==> src/rtl/writeback_unit_pkg.sv <==
// rtl/writeback_unit_pkg.sv - shared encodings for the writeback stage
package writeback_unit_pkg;

    // Retiring instruction kinds
    typedef enum logic [1:0] {
        KIND_NONE = 2'd0,
        KIND_ALU  = 2'd1,
        KIND_LOAD = 2'd2,
        KIND_LINK = 2'd3
    } kind_e;

    // Load access sizes; encoding 3 is unused and treated like a word
    typedef enum logic [1:0] {
        SIZE_BYTE = 2'd0,
        SIZE_HALF = 2'd1,
        SIZE_WORD = 2'd2
    } size_e;

    // Register written by LINK instructions
    localparam int LINK_REG = 31;

    typedef enum logic [1:0] {
        S_IDLE      = 2'd0,
        S_WAIT_LOAD = 2'd1,
        S_WRITE     = 2'd2
    } state_e;

    // Half needs addr_lo[0]==0, word needs addr_lo==0, byte is always aligned
    function automatic logic is_misaligned(input logic [1:0] size, input logic [1:0] addr_lo);
        case (size)
            SIZE_BYTE: return 1'b0;
            SIZE_HALF: return addr_lo[0];
            default:   return addr_lo != 2'd0;
        endcase
    endfunction

endpackage

==> src/rtl/writeback_unit_load_align.sv <==
// rtl/writeback_unit_load_align.sv - load data lane select and extension
// Ports: rdata (little-endian word), size, sign_ext, addr_lo in;
//        data (aligned, extended), misalign out. Purely combinational.
module load_align
    import writeback_unit_pkg::*;
#(
    parameter int WIDTH = 32
) (
    input  logic [WIDTH-1:0] rdata,
    input  logic [1:0]       size,
    input  logic             sign_ext,
    input  logic [1:0]       addr_lo,
    output logic [WIDTH-1:0] data,
    output logic             misalign
);

    logic [7:0]  lane_b;
    logic [15:0] lane_h;

    always_comb begin
        lane_b   = rdata[{addr_lo, 3'b000} +: 8];
        lane_h   = rdata[{addr_lo[1], 4'b0000} +: 16];
        misalign = is_misaligned(size, addr_lo);
        case (size)
            SIZE_BYTE: data = {{(WIDTH-8){sign_ext & lane_b[7]}}, lane_b};
            SIZE_HALF: data = {{(WIDTH-16){sign_ext & lane_h[15]}}, lane_h};
            default:   data = rdata;
        endcase
    end

endmodule

==> src/rtl/writeback_unit.sv <==
// rtl/writeback_unit.sv - final pipeline stage driving the register file write port
// Ports: clk, reset (async, active-low); ex_* retiring instruction handshake;
//        mem_rvalid/mem_rdata load response; regWriteEn/Rdest/writeData to the
//        register file; fwd_* bypass copy of the write; load_err sticky error.
module writeback_unit
    import writeback_unit_pkg::*;
#(
    parameter int WIDTH        = 32,
    parameter int REGBITS      = 5,
    parameter int LOAD_TIMEOUT = 255
) (
    input  logic               clk,
    input  logic               reset,
    input  logic               ex_valid,
    output logic               ex_ready,
    input  logic [1:0]         ex_kind,
    input  logic [REGBITS-1:0] ex_rdest,
    input  logic [WIDTH-1:0]   ex_result,
    input  logic [1:0]         ex_size,
    input  logic               ex_signed,
    input  logic [1:0]         ex_addr_lo,
    input  logic               mem_rvalid,
    input  logic [WIDTH-1:0]   mem_rdata,
    output logic               regWriteEn,
    output logic [REGBITS-1:0] Rdest,
    output logic [WIDTH-1:0]   writeData,
    output logic               fwd_valid,
    output logic [REGBITS-1:0] fwd_rdest,
    output logic [WIDTH-1:0]   fwd_data,
    output logic               load_err
);

    state_e             state;
    logic [7:0]         cnt;
    logic [REGBITS-1:0] ld_dest;
    logic [1:0]         ld_size;
    logic               ld_signed;
    logic [1:0]         ld_addr_lo;

    // One aligner serves both jobs: outside WAIT_LOAD it checks the incoming
    // instruction for misalignment, inside WAIT_LOAD it shapes the response.
    logic               waiting;
    logic [1:0]         al_size;
    logic               al_signed;
    logic [1:0]         al_addr_lo;
    logic [WIDTH-1:0]   al_data;
    logic               al_misalign;

    assign waiting    = (state == S_WAIT_LOAD);
    assign al_size    = waiting ? ld_size    : ex_size;
    assign al_signed  = waiting ? ld_signed  : ex_signed;
    assign al_addr_lo = waiting ? ld_addr_lo : ex_addr_lo;

    load_align #(.WIDTH(WIDTH)) u_align (
        .rdata    (mem_rdata),
        .size     (al_size),
        .sign_ext (al_signed),
        .addr_lo  (al_addr_lo),
        .data     (al_data),
        .misalign (al_misalign)
    );

    // Outcome of accepting the presented instruction (only used in IDLE/WRITE)
    state_e             acc_state;
    logic               acc_we;
    logic [REGBITS-1:0] acc_dest;
    logic               acc_err;

    always_comb begin
        acc_state = S_IDLE;
        acc_we    = 1'b0;
        acc_dest  = ex_rdest;
        acc_err   = 1'b0;
        if (ex_valid) begin
            case (ex_kind)
                KIND_ALU: begin
                    acc_state = S_WRITE;
                    acc_we    = (ex_rdest != '0);
                end
                KIND_LINK: begin
                    acc_state = S_WRITE;
                    acc_dest  = REGBITS'(LINK_REG);
                    acc_we    = 1'b1;
                end
                KIND_LOAD: begin
                    if (al_misalign) acc_err = 1'b1;
                    else             acc_state = S_WAIT_LOAD;
                end
                default: ;
            endcase
        end
    end

    always_ff @(posedge clk or negedge reset) begin
        if (!reset) begin
            state      <= S_IDLE;
            ex_ready   <= 1'b1;
            regWriteEn <= 1'b0;
            Rdest      <= '0;
            writeData  <= '0;
            load_err   <= 1'b0;
            cnt        <= '0;
            ld_dest    <= '0;
            ld_size    <= '0;
            ld_signed  <= 1'b0;
            ld_addr_lo <= '0;
        end else begin
            regWriteEn <= 1'b0;
            if (state == S_WAIT_LOAD) begin
                if (mem_rvalid) begin
                    state      <= S_WRITE;
                    ex_ready   <= 1'b1;
                    regWriteEn <= (ld_dest != '0);
                    Rdest      <= ld_dest;
                    writeData  <= al_data;
                end else if (cnt == 8'(LOAD_TIMEOUT - 1)) begin
                    // This edge is the LOAD_TIMEOUT-th cycle spent waiting
                    state    <= S_IDLE;
                    ex_ready <= 1'b1;
                    load_err <= 1'b1;
                end else begin
                    cnt <= cnt + 8'd1;
                end
            end else begin
                state    <= acc_state;
                ex_ready <= (acc_state != S_WAIT_LOAD);
                if (acc_err) load_err <= 1'b1;
                if (acc_state == S_WRITE) begin
                    regWriteEn <= acc_we;
                    Rdest      <= acc_dest;
                    writeData  <= ex_result;
                end
                if (acc_state == S_WAIT_LOAD) begin
                    cnt        <= '0;
                    ld_dest    <= ex_rdest;
                    ld_size    <= ex_size;
                    ld_signed  <= ex_signed;
                    ld_addr_lo <= ex_addr_lo;
                end
            end
        end
    end

    assign fwd_valid = regWriteEn;
    assign fwd_rdest = Rdest;
    assign fwd_data  = writeData;

endmodule

==> config.mk <==
export PLATFORM = sky130hd
export DESIGN_NAME = writeback_unit
export DESIGN_NICKNAME = d
export VERILOG_FILES = /design/src/rtl/writeback_unit_pkg.sv /design/src/rtl/writeback_unit_load_align.sv /design/src/rtl/writeback_unit.sv
export SDC_FILE = /design/constraint.sdc
export NUM_CORES = 1
export LEC_CHECK = 0
export CORE_ASPECT_RATIO = 0.8
export CORE_MARGIN = 1.5
export CORE_UTILIZATION = 48
export CTS_BUF_LIST = sky130_fd_sc_hd__clkbuf_8
export DETAILED_ROUTE_END_ITERATION = 6
export PLACE_DENSITY_LB_ADDON = 0.08
export SKIP_LAST_GASP = 1
export SYNTH_ARGS = -nofsm -noshare
export SYNTH_HDL_FRONTEND = slang
export SYNTH_SLANG_ARGS = --single-unit
==> constraint.sdc <==
create_clock -name clk -period 3.15 [get_ports clk]
set_input_delay 0.63 -clock clk [delete_from_list [all_inputs] [get_ports clk]]
set_output_delay 0.63 -clock clk [all_outputs]
set_load 0.005 [all_outputs]
==> summary.md <==
| Metric | Value |
|---|---|
| Status | complete, no violations |
| Critical path origin | state[0]$_DFFE_PN0P_ |
| Clk buf depth | 2 |
| Upper clock frequency limit | around 0.39 GHz |
| Reg2reg start | state[0]$_DFFE_PN0P_ |
| Mapped Cells | between 400 and 500 |
| R2R Setup Slk | 0.59 ns |
| Post-synthesis sequential area ratio | 0.4002 |
| Clk slew on worst S/H paths | 0.07 ns |
| Hold Crit Class | in2async |
| Vias per cell | around 5.8 |
| Largest net degree at the start of global routing | 42 |
| Chip height | about 82 um |
| Peak VDD IR | 0.0003427 V |
| RSZ-0062 raised after global routing | false |
| Layout Skew | ~0.0093 ns |
| Async SR Flop Fraction | 1.000 |
| Num CTS Buffers | 9 |
| Critical path launch point type | flip-flop |
| Hold-fix buffers at CTS | 0 |
| DP Worst Slack | around 0.32 ns |
| Final ANT Viol Nets | 0 |
| Crit end category | flip-flop |
| R2r endpoint | ld_dest[1]$_DFFE_PN0P_ |
| Mean post-synth cell area | ~9.3 um^2 |
| Core Util, Final | 0.7175 |
| Cell Area, Synth | between 0.003 and 0.004 mm^2 |
| Io pins | roughly 160 |
| Tmin final | 2.557 ns |
| I/O Buffers | 157 |
| Post-route setup TNS | 0 ns |
| Final setup fails | 0 |
| Req. time, crit path | ~3.4 ns |
| Die width | between 100 and 150 um |
| Power density over the cells | 561.3 mW/mm^2 |
| Setup Buffers After CTS | 0 |
| Number of global-route vias before repair | between 3000 and 4000 |
| Inst Count DP | slightly above 600 |
| FF+latch count, synth | 60 |
| DP HPWL | around 8.5 mm |
| Number of flops mapped to enable cells by yosys | 0 |
| Initial DRC count | between 200 and 250 |
| Final Non-Filler Cells | about 630 |
| # nets final | around 600 |
| Clock Sink Count | 60 |
| Normalized max-slew margin | 0.2623 |
| FP Rows | 28 |
| Pleak | about 2.1 nW |
| DR DRC count | 0 |
| Routability Congestion | a little over 0.9 |
| Root Driver | clkbuf_8 |
| CP max FO | 29 |
| Worst EP arrival | ~2.8 ns |
| Vias | about 3600 |
| First-pass GRT wire length | around 18 mm |
| Initial antenna violation count | 0 |
| Number of diodes | 0 |
| Post-Route WL | roughly 12 mm |
| TritonCTS clock tree | yes |
| Main flop type after synthesis | dfrtp_1 |
| Worst-Skew Late Latency | around 0.35 ns |
| TritonRoute pass-1 iters | 5 |
| Core Area | 0.007497 mm^2 |
| Area grow syn2layout | 43.25% |
| Total GRT Usage | 0.2890 |
| Post-cts resize count | 0 |
| Max-cap violation count | 0 |
| Final Hold Violating Endpoints | 0 |
| Fin crit share | 0.8118 |
| Fin. max-slew vios | 0 |
| Die area | 0.008366 mm^2 |
| Final Instance Area | 0.005379 mm^2 |
| Wire per inst | roughly 19 um |
| Slew @ Worst Pin | approximately 1.1 ns |
| Synth Net Count | 484 |
| Reg2reg path depth | 5 |
| Distinct cells, synth | 60 |
| Worst setup margin | a little under 0.6 ns |
| Number of H-tree levels | 3 |
| Share of cells above drive strength 1 | 0.09981 |
| Fill cells | just over 600 |
| GRT Residual Overflow | 0 |
| WS Path Type | reg2reg |
| Synth warn | 0 |
| Initial Util | 0.5008 |
| Placed inst area | 0.005116 mm^2 |
## sequential cells by signal, summed over array words and instances (netlist names)
name and flops:
ld_dest 5, ex_ready 1, load_err 1, Rdest 5, ld_signed 1, cnt 8
ld_size 2, fwd_data 32, state 2, ld_addr_lo 2, fwd_valid 1
## how the worst max path moves through the flow
stage	endpoint	slack [ns]	cells after the start
floorplan	ld_addr_lo[0]$_DFFE_PN0P_	1.14	6
global placement	ld_dest[1]$_DFFE_PN0P_	0.44	6
detailed placement	ld_dest[1]$_DFFE_PN0P_	0.32	6
CTS	ld_dest[1]$_DFFE_PN0P_	0.64	5
global route	ld_dest[1]$_DFFE_PN0P_	0.44	5
finish	ld_dest[1]$_DFFE_PN0P_	0.59	5
## critical path, cell delays in order, from the launching register on
cell,delay (ns)
dfrtp_1,0.58
nand2b_4,0.29
a31oi_1,0.43
a21boi_2,0.35
nand2b_1,0.41
mux2_2,0.39
## where the power goes
group | switching [mW] | internal (mW)
registers | 0.146 | 0.918
logic | 0.406 | 0.617
clock network | 0.327 | 0.604
total | 0.879 | 2.14
## metal layers
| metal | wire [um] | global-route usage |
|---|---|---|
| met1 | 5139 | 0.3935 |
| met4 | 178 | 0.08219 |
| met5 | 0 | 0 |
| met2 | 5573 | 0.4700 |
| met3 | 1086 | 0.06229 |
## layout make-up
class / count / area, um^2 / area share
tap: 105 / 131.4 / 0.02442
multi-input combinational: 270 / 1810 / 0.3366
sequential: 60 / 1503 / 0.2794
clock buffer: 9 / 123.9 / 0.02303
inverter: 8 / 30.03 / 0.005583
timing repair buffer: 167 / 1642 / 0.3052
clock inverter: 7 / 138.9 / 0.02582
## cells by family (layout without fill, tap and decap cells)
group,Yosys count,after routing,share of synthesized area
xor gates and xnor gates,6,6,0.01400
muxes,32,32,0.09630
buffers and inverters,72,191,0.1176
AOI/OAI and AO/OA,120,120,0.2126
adders and majority gates,2,2,0.006663
DFF,60,60,0.4002
and+or+nand+nor,110,110,0.1526
## through the flow
stage	power, mW	hold WS, ns
2_1_floorplan	1.574	0.3344
3_3_place_gp	2.066	0.4862
3_5_place_dp	2.089	0.4927
4_1_cts	3.021	0.4567
5_1_grt	3.160	0.5088
6_report	3.019	0.4406
## cell usage after synthesis, drive strengths merged, types with 2 or more instances
cell | n | share of area
a21oi | 38 | 0.054
o32ai | 11 | 0.026
inv | 8 | 0.0080
a211oi | 4 | 0.0080
nor4bb | 3 | 0.0080
a31o | 2 | 0.0047
a32oi | 3 | 0.0070
buf | 49 | 0.095
nor2b | 2 | 0.0033
mux2 | 13 | 0.039
o31ai | 3 | 0.0060
nand3 | 6 | 0.0080
ha | 2 | 0.0067
and2 | 2 | 0.0033
nand2 | 32 | 0.032
clkbuf | 15 | 0.015
nor3 | 10 | 0.015
mux4 | 2 | 0.012
a31oi | 6 | 0.012
o22ai | 6 | 0.010
o21ai | 29 | 0.039
o31a | 4 | 0.0093
a32o | 3 | 0.0080
nor2 | 26 | 0.027
mux2i | 17 | 0.045
nor3b | 2 | 0.0040
xnor2 | 6 | 0.014
nand2b | 3 | 0.0070
or4 | 2 | 0.0040
and3b | 2 | 0.0047
or3 | 12 | 0.020
o311a | 2 | 0.0053
o211ai | 2 | 0.0040
dfrtp | 59 | 0.39
## cell usage in the layout, fill, tap and decap left out, types with 3 or more instances in the layout
master	synthesis	layout
o21ai_1	5	5
or3_1	12	12
a32o_1	3	3
a31oi_1	5	5
a21oi_1	37	37
o21ai_0	24	24
o22ai_1	6	6
clkbuf_8	0	9
inv_1	8	8
o31ai_1	3	3
a211oi_1	4	4
buf_4	40	10
a32oi_1	3	3
nor4bb_1	3	3
mux2i_1	17	17
clkdlybuf4s50_1	0	156
dfrtp_1	59	59
o31a_1	4	4
mux2_2	12	12
nor2_1	25	25
nand3_1	6	6
nand2_1	32	32
nor3_1	9	9
o32ai_1	11	11
xnor2_1	6	6
bufinv_16	0	4
Power figures use the tool's default switching activity.
